--- src/rtl/abc_stim_pkg.sv ---
// rtl/abc_stim_pkg.sv - shared types and constants for the a/b/c stimulus generator
package abc_stim_pkg;

   typedef enum logic {MANUAL, AUTO} stim_state_t;

   typedef logic [2:0] pattern_t;

   localparam pattern_t PATTERN_LAST = 3'b111;

endpackage

--- src/rtl/btn_debounce.sv ---
// rtl/btn_debounce.sv - push-button debouncer with press-edge output
// Optional SYNC_EN adds a 2-flop synchronizer in front of the debouncer.
module btn_debounce #(
   parameter int DEBOUNCE_CYCLES = 16
) (
   input  logic clk,
   input  logic rst_n,
   input  logic raw,
   output logic level,
   output logic press
);

   localparam int CNT_W = $clog2(DEBOUNCE_CYCLES);
   localparam logic [CNT_W-1:0] CNT_LAST = CNT_W'(DEBOUNCE_CYCLES - 1);

   logic             sample;
   logic             stable;
   logic             stable_q;
   logic [CNT_W-1:0] cnt;

`ifdef SYNC_EN
   logic [1:0] sync_q;

   always_ff @(posedge clk or negedge rst_n) begin
      if (!rst_n) begin
         sync_q <= 2'b00;
      end else begin
         sync_q <= {sync_q[0], raw};
      end
   end

   assign sample = sync_q[1];
`else
   assign sample = raw;
`endif

   // A new level is accepted only after it differs on DEBOUNCE_CYCLES consecutive edges.
   always_ff @(posedge clk or negedge rst_n) begin
      if (!rst_n) begin
         stable   <= 1'b0;
         stable_q <= 1'b0;
         cnt      <= '0;
      end else begin
         stable_q <= stable;
         if (sample != stable) begin
            if (cnt == CNT_LAST) begin
               stable <= sample;
               cnt    <= '0;
            end else begin
               cnt <= cnt + 1'b1;
            end
         end else begin
            cnt <= '0;
         end
      end
   end

   assign level = stable;
   assign press = stable & ~stable_q;

endmodule

--- src/rtl/abc_stim_gen.sv ---
// rtl/abc_stim_gen.sv - debounced manual/auto stepping generator for {a,b,c}
// Build option SYNC_EN enables input synchronizers inside btn_debounce.
module abc_stim_gen
   import abc_stim_pkg::*;
#(
   parameter int DEBOUNCE_CYCLES = 16,
   parameter int AUTO_PERIOD     = 8
) (
   input  logic clk,
   input  logic rst_n,
   input  logic btn_step,
   input  logic btn_mode,
   output logic a,
   output logic b,
   output logic c,
   output logic step_pulse,
   output logic sweep_done,
   output logic auto_on
);

   localparam int TICK_W = $clog2(AUTO_PERIOD);
   localparam logic [TICK_W-1:0] TICK_LAST = TICK_W'(AUTO_PERIOD - 1);

   logic              step_level;
   logic              step_press;
   logic              mode_level;
   logic              mode_press;

   stim_state_t       state;
   stim_state_t       state_next;
   logic [TICK_W-1:0] tick;
   logic [TICK_W-1:0] tick_next;
   pattern_t          pat;
   logic              advance;
   logic              auto_q;

   btn_debounce #(.DEBOUNCE_CYCLES(DEBOUNCE_CYCLES)) u_step_db (
      .clk   (clk),
      .rst_n (rst_n),
      .raw   (btn_step),
      .level (step_level),
      .press (step_press)
   );

   btn_debounce #(.DEBOUNCE_CYCLES(DEBOUNCE_CYCLES)) u_mode_db (
      .clk   (clk),
      .rst_n (rst_n),
      .raw   (btn_mode),
      .level (mode_level),
      .press (mode_press)
   );

   // Mode events take priority over both step events and tick expiry; pat holds on a toggle.
   always_comb begin
      state_next = state;
      tick_next  = tick;
      advance    = 1'b0;
      case (state)
         MANUAL: begin
            if (mode_press) begin
               state_next = AUTO;
               tick_next  = '0;
            end else if (step_press) begin
               advance = 1'b1;
            end
         end
         AUTO: begin
            if (mode_press) begin
               state_next = MANUAL;
               tick_next  = '0;
            end else if (tick == TICK_LAST) begin
               advance   = 1'b1;
               tick_next = '0;
            end else begin
               tick_next = tick + 1'b1;
            end
         end
      endcase
   end

   always_ff @(posedge clk or negedge rst_n) begin
      if (!rst_n) begin
         state      <= MANUAL;
         tick       <= '0;
         pat        <= '0;
         step_pulse <= 1'b0;
         sweep_done <= 1'b0;
         auto_q     <= 1'b0;
      end else begin
         state      <= state_next;
         tick       <= tick_next;
         step_pulse <= advance;
         sweep_done <= advance && (pat == PATTERN_LAST);
         auto_q     <= (state_next == AUTO);
         if (advance) begin
            pat <= pat + 3'd1;
         end
      end
   end

   assign a       = pat[2];
   assign b       = pat[1];
   assign c       = pat[0];
   assign auto_on = auto_q;

endmodule

--- config.mk ---
export PLATFORM = sky130hd
export DESIGN_NAME = abc_stim_gen
export DESIGN_NICKNAME = d
export VERILOG_FILES = /design/src/rtl/abc_stim_pkg.sv /design/src/rtl/btn_debounce.sv /design/src/rtl/abc_stim_gen.sv
export SDC_FILE = /design/constraint.sdc
export NUM_CORES = 1
export LEC_CHECK = 0
export ABC_AREA = 1
export BUFFER_PORTS_ARGS = -buffer_cell sky130_fd_sc_hd__buf_2
export CORE_UTILIZATION = 40
export DETAILED_ROUTE_END_ITERATION = 10
export GPL_TIMING_DRIVEN = 0
export SYNTH_ARGS = -nofsm -noshare
export SYNTH_HDL_FRONTEND = slang
export SYNTH_SLANG_ARGS = --single-unit
--- constraint.sdc ---
create_clock -name clk -period 3 [get_ports clk]
set_input_delay 0.15 -clock clk [delete_from_list [all_inputs] [get_ports clk]]
set_output_delay 0.15 -clock clk [all_outputs]
set_load 0.05 [all_outputs]
==> impl_metrics.yaml <==
status:
  status: "finished clean"
cts:
  clk_latency_ns: 0.29
  h-tree-depth: 1
  hold_buffers: 1
  cts_root_buffer: "clkbuf_4"
  cts_sinks: 21
  cts_buffer_depth: 2
  cts_setup_buffers: 0
  ctsResizeCount: 0
  clkTransAtPathRegs_ns: 0.11
  numCtsBuffers: 3
  cts_tree: "done"
setup_path:
  required_ns: 3.19
  cp-start-kind: "register"
  worstPathArrival_ns: 1.46
  r2r_slack_ns: 1.73
  crit_fanout: 3
  path_class: "reg -> reg"
  cp-end-kind: "register"
global_routing:
  grt_overflow: 0
  first_global_vias: 645
  track_usage_pct: 14.08
  grt_max_degree: 22
  antenna_found_initial: 0
  grt_pass1_wl_um: 2635
route:
  drt-met1-wl_um: 689
  wirelength_um: 1426
  vias_per_cell: 4.590
  wl_met2_um: 697
  drc_errors: 0
  drt-initial-drc-count: 4
  ant_nets: 0
  firstDrtPassIters: 2
  wire_per_inst_um: 9.903
  vias: 661
  topRoutingLayerUsed: "met4"
  route.met3.wl_um: 28
timing:
  fmax_ghz: 0.7883
  finalMaxSlewViolations: 0
  setup_tns_ns: 0
  tightest_slew_ns: 0.4784
  finClkSkew_ns: 0.002419
  whs_ns: 0.08948
  relSlewSlack_pct: 68.11
  finalCritPeriodShare_pct: 42.29
  hold_viol_final: 0
  rsz0062_at_grt: "no"
  min_period_ns: 1.269
  setup_viol: 0
logic_synthesis:
  synth_nets: 113
  yosys_warnings: 0
  yosysSeqAreaShare_pct: 55.19
  synth-seq-cells: 21
  synthesis.area_um2: 952.2
  syn_avg_cell_area_um2: 9.335
  synth.distinct_cells: 16
  syn_inst: 102
die:
  num_rows: 17
  io_pins: 10
  coreArea_mm2: 0.002233
  die_h_um: 50.79
  fp.dieW_um: 50.79
  start_util_pct: 42.63
  die_area_mm2: 0.002580
finish:
  fin_cells: 144
  final_common_cell: "dfrtp_1"
  diodes: 0
  syn2layout_area_growth_pct: 12.22
  final_layout_size_suffix_gt1_share_pct: 17.24
  fin_util_pct: 47.84
  fin_nets: 128
  layout_common_cells: "21 x dfrtp_1, 20 x nand2_1, 14 x inv_1"
placed_design:
  dp_cells: 139
  port_buffers: 9
  dp_hpwl_um: 1073
  routabilityCongestion: 0.7599
pwr:
  power.internal_uw: 475.6
  p_sw_uw: 303.6
  switching_share_pct: 38.96
  power_frac_seq_pct: 47.9
  ir_worst_vdd_mv: 0.3528
  pwr-share-comb_pct: 35.3
  p_leak_nw: 0.5878
  power-per-cell-area_mw_per_mm2: 729.2
  p_clk_share_pct: 16.8
run:
  cap_violations: 0
hold_path:
  hp-class: "in -> reg"
worst paths after layout:
check | start | endpoint | depth (start not counted)
worst max-delay path | tick[0]$_DFFE_PN0P_ | pat[1]$_DFFE_PN0P_ | 8
worst min-delay path | btn_mode | u_mode_db.level$_DFFE_PN0P_ | 3
worst max register to register | tick[0]$_DFFE_PN0P_ | pat[1]$_DFFE_PN0P_ | 8
worst min register to register | u_step_db.level$_DFFE_PN0P_ | u_step_db.stable_q$_DFF_PN0_ | 0
max in group asynchronous | rst_n | pat[1]$_DFFE_PN0P_ | 2
min in group asynchronous | rst_n | tick[2]$_DFFE_PN0P_ | 2
kinds of logic (layout without fill, tap and decap cells):
kind of cell / after synthesis / count (layout) / synth area share [%]
buffers and inverters: 18 / 32 / 7.095
AOI/OAI and AO/OA: 7 / 7 / 4.074
xor gates and xnor gates: 2 / 2 / 1.840
and+or+nand+nor: 47 / 47 / 22.60
adders and majority gates: 7 / 7 / 9.198
DFF: 21 / 21 / 55.19
area by class of cell:
| type | instances | area, um2 |
|---|---|---|
| multi-input cells | 63 | 359.1 |
| repair buffers | 10 | 55.05 |
| well taps | 28 | 35.03 |
| flip-flops and latches | 21 | 525.5 |
| inverters | 18 | 67.56 |
| clock buffers | 4 | 26.28 |
| fillers | 224 | 1165 |
metal layers:
| metal | track usage [%] | up-vias |
|---|---|---|
| met3 | 2.727 | 2 |
| met4 | 8.333 | 0 |
| met5 | 0 | - |
| met2 | 21.78 | 6 |
| met1 | 18.10 | 299 |
| li1 | - | 354 |
power by group through the flow:
stage	combinational [mW]	clock (mW)	sequential (mW)
floorplan	0.124	0	0.466
CTS	0.278	0.140	0.375
finish	0.275	0.131	0.373
global placement	0.268	0	0.378
global route	0.314	0.155	0.380
detailed placement	0.277	0	0.381
per-stage QoR:
step	area (um2)	power, mW	setup WS [ns]
6_report	1069	0.7792	1.731
5_1_grt	1069	0.8490	1.609
4_1_cts	1069	0.7926	1.715
3_5_place_dp	1032	0.6583	1.741
3_3_place_gp	1032	0.6463	1.755
2_1_floorplan	952.2	0.5910	1.616
state kept, by name (all words and copies together) (netlist names):
register	cells
u_mode_db.level	1
u_step_db.level	1
auto_on	1
step_pulse	1
u_step_db.cnt	4
tick	3
pat	3
u_mode_db.stable_q	1
u_mode_db.cnt	4
u_step_db.stable_q	1
sweep_done	1
worst max-delay path: stages (launching register included):
cell and delay (ns):
dfrtp_1 0.40, ha_1 0.20, ha_1 0.21, inv_2 0.05, nand2_1 0.05, nand2_1 0.08
inv_2 0.04, nand3_1 0.06, nand2_1 0.06
cells in the mapped netlist, drive strengths merged:
library cell / n / share of area (%)
nand3: 14 / 8.4
o22ai: 1 / 0.66
ha: 7 / 9.2
xnor2: 2 / 1.8
o21ai: 5 / 2.6
a21boi: 1 / 0.79
nor3: 1 / 0.53
nor2: 9 / 3.8
nand4: 2 / 1.3
nand2: 21 / 8.5
dfrtp: 21 / 55
inv: 18 / 7.1
No activity file was read; power rests on OpenSTA's default activity.
